==> config.mk <==
export PLATFORM = sky130hd
export DESIGN_NAME = gate_range_ctrl
export DESIGN_NICKNAME = d
export VERILOG_FILES = /design/src/rtl/gate_range_ctrl.sv
export SDC_FILE = /design/constraint.sdc
export NUM_CORES = 1
export LEC_CHECK = 0
export CAP_MARGIN = 5
export CORE_MARGIN = 1
export CORE_UTILIZATION = 56
export CTS_CLUSTER_SIZE = 30
export DETAILED_ROUTE_END_ITERATION = 6
export HOLD_SLACK_MARGIN = 0.06
export PLACE_DENSITY_LB_ADDON = 0.05
export SLEW_MARGIN = 30
export SYNTH_ARGS = -nofsm -noshare
export SYNTH_HDL_FRONTEND = slang
export SYNTH_SLANG_ARGS = --single-unit
export TNS_END_PERCENT = 5
==> constraint.sdc <==
create_clock -name CP -period 2.4 [get_ports CP]
set_input_delay 0.48 -clock CP [delete_from_list [all_inputs] [get_ports CP]]
set_output_delay 0.48 -clock CP [all_outputs]
set_load 0.05 [all_outputs]
==> src/rtl/gate_range_ctrl.sv <==
// Measurement sequencer and auto-ranging controller for the frequency meter.
// Opens a one-reference-period count gate, latches/clears the counter chain,
// and steps the gate reference select up on overflow or down on underrange.
//
// Ports:
//   CP, RST          : clock, synchronous active-high reset
//   Ctrl_CP          : selected gate reference (synchronous to CP)
//   Auto, F_manual   : auto-range enable, manual range
//   Over_Flow        : counter carry-out, sampled during the gate
//   Cnt_MSD_Zero     : top counter digit is zero, sampled in evaluation
//   F_sel            : reference mux select (00=1Hz .. 11=1kHz)
//   Cnt_EN, Cnt_CLR  : counter gate enable, one-cycle counter clear
//   Latch_EN         : one-cycle display latch load
//   Meas_Done        : one-cycle pulse with Latch_EN
//   Range_Err        : last measurement overflowed at the top range
//   Ref_Lost         : sticky reference timeout, cleared by next latch
`timescale 1ns/1ps
module gate_range_ctrl #(
  parameter int SETTLE_CYC  = 4,
  parameter int TIMEOUT_CYC = 2000000
) (
  input  logic       CP,
  input  logic       RST,
  input  logic       Ctrl_CP,
  input  logic       Auto,
  input  logic [1:0] F_manual,
  input  logic       Over_Flow,
  input  logic       Cnt_MSD_Zero,
  output logic [1:0] F_sel,
  output logic       Cnt_EN,
  output logic       Cnt_CLR,
  output logic       Latch_EN,
  output logic       Meas_Done,
  output logic       Range_Err,
  output logic       Ref_Lost
);

  localparam int CMAX =
    (TIMEOUT_CYC > SETTLE_CYC) ? TIMEOUT_CYC : SETTLE_CYC;
  localparam int CW = (CMAX > 2) ? $clog2(CMAX) : 1;
  localparam logic [CW-1:0] SET_LAST = CW'(SETTLE_CYC - 1);
  localparam logic [CW-1:0] TO_LAST  = CW'(TIMEOUT_CYC - 1);

  typedef enum logic [2:0] {
    S_CLEAR,
    S_SETTLE,
    S_ARM,
    S_GATE,
    S_LATCH,
    S_EVAL
  } state_t;

  state_t          r_state;
  logic [CW-1:0]   r_cnt;
  logic            r_ctrl_q;
  logic            r_ovf;
  logic [1:0]      r_fsel;
  logic            r_cnt_en;
  logic            r_cnt_clr;
  logic            r_latch;
  logic            r_rerr;
  logic            r_lost;

  state_t          w_nstate;
  logic [CW-1:0]   w_cnt_nxt;
  logic            w_ovf_nxt;
  logic [1:0]      w_fsel_nxt;
  logic            w_rerr_nxt;
  logic            w_lost_nxt;
  logic            w_rise;

  assign w_rise = Ctrl_CP & ~r_ctrl_q;

  always_comb begin
    w_nstate   = r_state;
    w_cnt_nxt  = r_cnt;
    w_ovf_nxt  = r_ovf;
    w_fsel_nxt = r_fsel;
    w_rerr_nxt = r_rerr;
    w_lost_nxt = r_lost;
    unique case (r_state)
      S_CLEAR: begin
        // Stay until the clear pulse has actually been driven;
        // this also yields the clear pulse right after reset.
        w_ovf_nxt = 1'b0;
        w_cnt_nxt = '0;
        if (r_cnt_clr) w_nstate = S_SETTLE;
      end
      S_SETTLE: begin
        if (r_cnt == SET_LAST) begin
          w_cnt_nxt = '0;
          w_nstate  = S_ARM;
        end else begin
          w_cnt_nxt = r_cnt + 1'b1;
        end
      end
      S_ARM: begin
        if (r_cnt == TO_LAST) begin
          w_lost_nxt = 1'b1;
          w_nstate   = S_CLEAR;
        end else begin
          w_cnt_nxt = r_cnt + 1'b1;
          if (w_rise) w_nstate = S_GATE;
        end
      end
      S_GATE: begin
        w_ovf_nxt = r_ovf | Over_Flow;
        if (r_cnt == TO_LAST) begin
          w_lost_nxt = 1'b1;
          w_nstate   = S_CLEAR;
        end else begin
          w_cnt_nxt = r_cnt + 1'b1;
          if (w_rise) begin
            w_lost_nxt = 1'b0;
            w_nstate   = S_LATCH;
          end
        end
      end
      S_LATCH: begin
        w_nstate = S_EVAL;
      end
      S_EVAL: begin
        w_nstate   = S_CLEAR;
        w_rerr_nxt = r_ovf & (r_fsel == 2'b11);
        if (!Auto) begin
          w_fsel_nxt = F_manual;
        end else if (r_ovf) begin
          if (r_fsel != 2'b11) w_fsel_nxt = r_fsel + 1'b1;
        end else if (Cnt_MSD_Zero && (r_fsel != 2'b00)) begin
          w_fsel_nxt = r_fsel - 1'b1;
        end
      end
      default: begin
        w_nstate = S_CLEAR;
      end
    endcase
  end

  always_ff @(posedge CP) begin
    if (RST) begin
      r_state   <= S_CLEAR;
      r_cnt     <= '0;
      r_ctrl_q  <= 1'b0;
      r_ovf     <= 1'b0;
      r_fsel    <= Auto ? 2'b00 : F_manual;
      r_cnt_en  <= 1'b0;
      r_cnt_clr <= 1'b0;
      r_latch   <= 1'b0;
      r_rerr    <= 1'b0;
      r_lost    <= 1'b0;
    end else begin
      r_state   <= w_nstate;
      r_cnt     <= w_cnt_nxt;
      r_ctrl_q  <= Ctrl_CP;
      r_ovf     <= w_ovf_nxt;
      r_fsel    <= w_fsel_nxt;
      r_cnt_en  <= (w_nstate == S_GATE);
      r_cnt_clr <= (w_nstate == S_CLEAR);
      r_latch   <= (w_nstate == S_LATCH);
      r_rerr    <= w_rerr_nxt;
      r_lost    <= w_lost_nxt;
    end
  end

  assign F_sel     = r_fsel;
  assign Cnt_EN    = r_cnt_en;
  assign Cnt_CLR   = r_cnt_clr;
  assign Latch_EN  = r_latch;
  assign Meas_Done = r_latch;
  assign Range_Err = r_rerr;
  assign Ref_Lost  = r_lost;

endmodule

-- Word level (Yosys, flattened, before mapping)
Index checks and enable logic that the tools add are counted.
- input port bits: 8
- register bits: 33
- word-level logic and storage cells: 67
- output and inout port bits: 8
- bitwise gates (word level): 4
- reduce and logical (&&, ||, !) cells: 12
- $add $sub $neg: 3
- equal/unequal tests: 16
- muxes and demuxes: 22
- operators with widths (operator ; count):
    $pmux W21 S3 ; 1
    $mux W21 ; 2
    $add A21 B1 Y21 const B ; 1
    $eq A21 B2 Y1 const B ; 1
    $eq A21 B21 Y1 const B ; 1
    $mux W3 ; 6
    $pmux W3 S5 ; 1
    $mux W2 ; 7
    $eq A3 B2 Y1 const B ; 3
    $eq A3 B3 Y1 const B ; 3
    $reduce_bool A2 Y1 ; 4
    $logic_not A3 Y1 ; 2
    $ne A2 B2 Y1 const B ; 3
    $reduce_and A3 Y1 ; 2
    $ne A4 B2 Y1 const B ; 1
    $ne A4 B3 Y1 const B ; 1
    $pmux W1 S2 ; 2
    $eq A3 B1 Y1 const B ; 1
    $mux W1 ; 3
    $ne A3 B3 Y1 const B ; 1
    $reduce_bool A3 Y1 ; 1
    $add A2 B1 Y2 const B ; 1
    $and A1 B1 Y1 ; 2
    $eq A2 B2 Y1 const B ; 1
    other kinds (6) ; 6

-- Depth between registers and ports, before layout
- depth after elaboration: 7
- mapped depth: 7
- mapped depth without buffers: 6

-- Worst setup path before layout
OpenSTA, ideal clock, no wires.
- kind: reg2reg
- from: register r_cnt[13]
- to: register r_cnt[1]
- buffers on the path: 0
- data arrival time: 1.563 ns
- setup slack: 0.722 ns
- library setup time: 0.115 ns
- data required time: 2.285 ns
- stages on the path, launching flop included: 5
- clock period less this slack: 1.678 ns
- cell sequence: dfxtp_1 > or4_4 > o41ai_4 > mux2i_1 > nor2_2
- cells in the longest elaborated chain, start to end: 3
- elaborated cells on any way between the ends: 6
- classes of those cells: 3 x eq/ne; 2 x mux; 1 x reduce/logical
- RTL lines (what ; RTL line ; text):
    start: declaration ; 54 ; logic [CW-1:0] r_cnt;
    start signal: assignment ; 153 ; r_cnt <= w_cnt_nxt;
    $eq A21 B2 Y1 / $eq A21 B21 Y1 (equally long branches) ; 90, 98, 108 ;
    $mux W21 / $ne A2 B2 Y1 (equally long branches) ; - ;
    $pmux W21 S3 / $reduce_and A2 Y1 (equally long branches) ; - ;
Several ways; a longest one is shown, not always the timed one.
A chain may end at the register's enable or synchronous reset.

-- Worst setup path in the final report
- from: register r_fsel[0], in the netlist F_sel[0]
- to: output F_sel[0]
- RTL lines (what ; RTL line ; text):
    start: declaration ; 57 ; logic [1:0] r_fsel;
    start signal: assignment ; 145 ; r_fsel <= Auto ? 2'b00 : F_manual;
    start signal: assignment ; 156 ; r_fsel <= w_fsel_nxt;
    end: declaration ; 29 ; output logic [1:0] F_sel,
No word-level cell between the ends.

==> results.py <==
metrics = {
    "run_status": {
        "status": "complete, no violations",
    },
    "detailed_routing": {
        "wl_um": 3352,
        "routed_via_density": 5.996,
        "wl_per_cell_um": 14.03,
        "routed-via-count": 1433,
        "dr.pass1.iters": 4,
        "first_iter_violations": 60,
        "antenna_left": 0,
        "drc": 0,
    },
    "synthesis": {
        "synth_top_cell_by_area": "dfxtp_1",
        "syn-cell-area_um2": 1672,
        "synth.area.mux_share_pct": 1.946,
        "syn_nets": 200,
        "synthAdderAreaFrac_pct": 0.7485,
        "yosysWarnings": 0,
        "synth_cells": 191,
        "synth_compound_area_share_pct": 11.83,
        "synth-xor-area-share_pct": 8.383,
        "avgSynthCellArea_um2": 8.752,
        "synth.ff_latch_count": 33,
        "yosys_most_used_dff": "dfxtp_1",
        "synthTopCellsByCount": "31 x dfxtp_1, 29 x nor2_1, 14 x nand2_1",
        "synth_cell_type_count": 45,
        "synth.top_cell.area_share_pct": 37.13,
        "synth_edf_count": 2,
        "ys_seq_area_share_pct": 40.72,
        "async_reset_ff_share_pct": 0,
        "synth_top_family_by_area": "simple AND/OR/NAND/NOR gates",
        "yosys-top-cells-area": "dfxtp_1 37%, nor2_1 6.5%, xnor2_1 4.2%",
        "synth.most_common_cell": "dfxtp_1",
        "yosys.area_share.simple_pct": 32.26,
    },
    "cells_and_area": {
        "antenna_cells": 0,
        "multi_input_area_um2": 922.1,
        "fillCellCount": 225,
        "drive_above_1_share_pct": 12.98,
        "final_cells": 239,
        "finalCoreUtilization_pct": 68.29,
        "largest-register": "r_cnt",
        "seqCellArea_um2": 680.7,
        "syn_to_final_growth_pct": 13.62,
        "largest_reg_flops": 21,
        "final_nets": 216,
    },
    "floorplanning": {
        "io_pins": 16,
        "initial_core_util_pct": 60.10,
        "fp.dieH_um": 56.64,
        "core_um2": 2781,
        "row_count": 19,
        "die-area_um2": 3208,
        "dieWidth_um": 56.64,
    },
    "pwr": {
        "peakVddDrop_v": 0.0005709,
        "total_power_w": 0.001029,
        "leakage_nw": 0.6640,
        "pwr_density_cell_nw_per_um2": 541.9,
    },
    "timing": {
        "hold_viol": 0,
        "max_freq_mhz": 479.2,
        "fin_crit_sh_pct": 86.96,
        "fin_setup_tns_ns": 0,
        "rsz0062_at_grt": "false",
        "fin_worst_skew_ns": 0.006272,
        "final_max_slew_viol_count": 0,
        "setup-violations-final": 0,
        "slew_headroom_pct": 66.28,
        "fin_ws_ns": 0.3130,
        "tightestPinTransition_ns": 0.5043,
        "period_needed_ns": 2.087,
    },
    "clock_network": {
        "clkTransAtPathRegs_ns": 0.09,
        "post_cts_buffers": 0,
        "cts_hold_buf": 0,
        "cts_sinks": 33,
        "insertion_delay_ns": 0.34,
        "cts_resized": 0,
        "clockBufferDepth": 2,
        "root_buffer": "clkbuf_4",
        "cts-buffers-inserted": 5,
        "cts_tree": "yes",
        "htree_levels": 2,
    },
    "placement": {
        "io_buffers": 15,
        "placed_cells": 231,
        "dp_hpwl_um": 2414,
        "place.gp.congestion": 0.8446,
        "dp_slack_ns": 0.5216,
    },
    "worst_setup_path": {
        "crit_buf_inv": 1,
        "path_class": "reg -> out",
        "crit_family": "buffers and inverters",
        "cp_slowest_cell": "clkdlybuf4s50_1",
        "critPathArrivalTime_ns": 1.61,
        "cp.required_ns": 1.92,
        "cpPeakStageDelay_ns": 0.84,
        "path_cells": "clkdlybuf4s50_1",
        "reg2reg_setup_slack_ns": 0.52,
        "endpoint_kind": "output pin",
        "startpoint_type": "register",
        "path_max_fanout": 5,
    },
    "global_routing": {
        "antenna_found_initial": 0,
        "grt_pass1_wl_um": 5865,
        "overflow": 0,
        "grt_use_total_pct": 23.65,
        "grt_max_degree": 22,
        "grt_pass1_vias": 1335,
    },
    "run": {
        "max_cap_violations": 0,
    },
    "worst_hold_path": {
        "hp-class": "reg -> reg",
    },
}
-- worst paths after layout --
path | from | depth (start not counted) | endpoint
hold reg to reg | Range_Err | 2 | Range_Err
setup / recovery | F_sel[0] | 1 | F_sel[0]
hold / removal | Range_Err | 2 | Range_Err
setup reg to reg | r_cnt[8] | 6 | r_cnt[13]
-- power by group --
part	internal (W)	switching (W)	leakage [nW]	total (W)
Clock	0.000170	0.000185	0.0413	0.000354
Sequential	0.000563	0.00000826	0.271	0.000572
Combinational	0.0000459	0.0000573	0.352	0.000103
-- cell families after synthesis --
logic type | count (synthesis)
and+or+nand+nor | 97
DFF | 33
AOI/OAI and AO/OA | 27
xor gates and xnor gates | 16
buffers and inverters | 14
muxes | 3
adders and majority gates | 1
-- final cells by class --
cell class	instances	area share, %
Multi-Input combinational cell	144	48.55
Clock buffer	7	3.426
Sequential cell	33	35.84
Tap cell	31	2.042
Inverter	6	1.186
Timing Repair Buffer	17	8.696
Clock inverter	1	0.2635
-- cell usage in the layout, fill, tap and decap left out, drive strengths merged, types with 3 or more instances in the layout --
cell type and instances:
dfxtp 31, nor2 30, clkdlybuf4s50 15, nand2 14
nand3 8, o21ai 8, xnor2 8, xor2 8
a21oi 8, nor3 7, nor4 7, clkbuf 7
inv 6, or3 5, nand4 5, and4 5
or2 4, nor2b 3, or4 3
-- metrics by stage --
| stage | hold WS [ns] | instance area [um^2] |
|---|---|---|
| floorplan | 0.4702 | 1672 |
| global placement | 0.4752 | 1829 |
| detailed placement | 0.4845 | 1829 |
| CTS | 0.5146 | 1899 |
| global route | 0.5306 | 1899 |
| finish | 0.5081 | 1899 |
-- routing by layer --
metal / global-route usage, % / vias up / part of all wire, %
met3: 5.530 / 8 / 4.1
met4: 13.94 / 0 / 1.7
li1: - / 714 / -
met1: 29.58 / 666 / 44
met5: 0 / - / 0
met2: 36.97 / 45 / 50
-- tightest hold or removal path, delay by kind of cell, from the launching register on --
family	cells	cell delay (ns)
flip-flops	1	0.34
AO/OA/AOI/OAI	1	0.07
AND/OR/NAND/NOR	1	0.07
No activity file was read; power rests on OpenSTA's default activity.
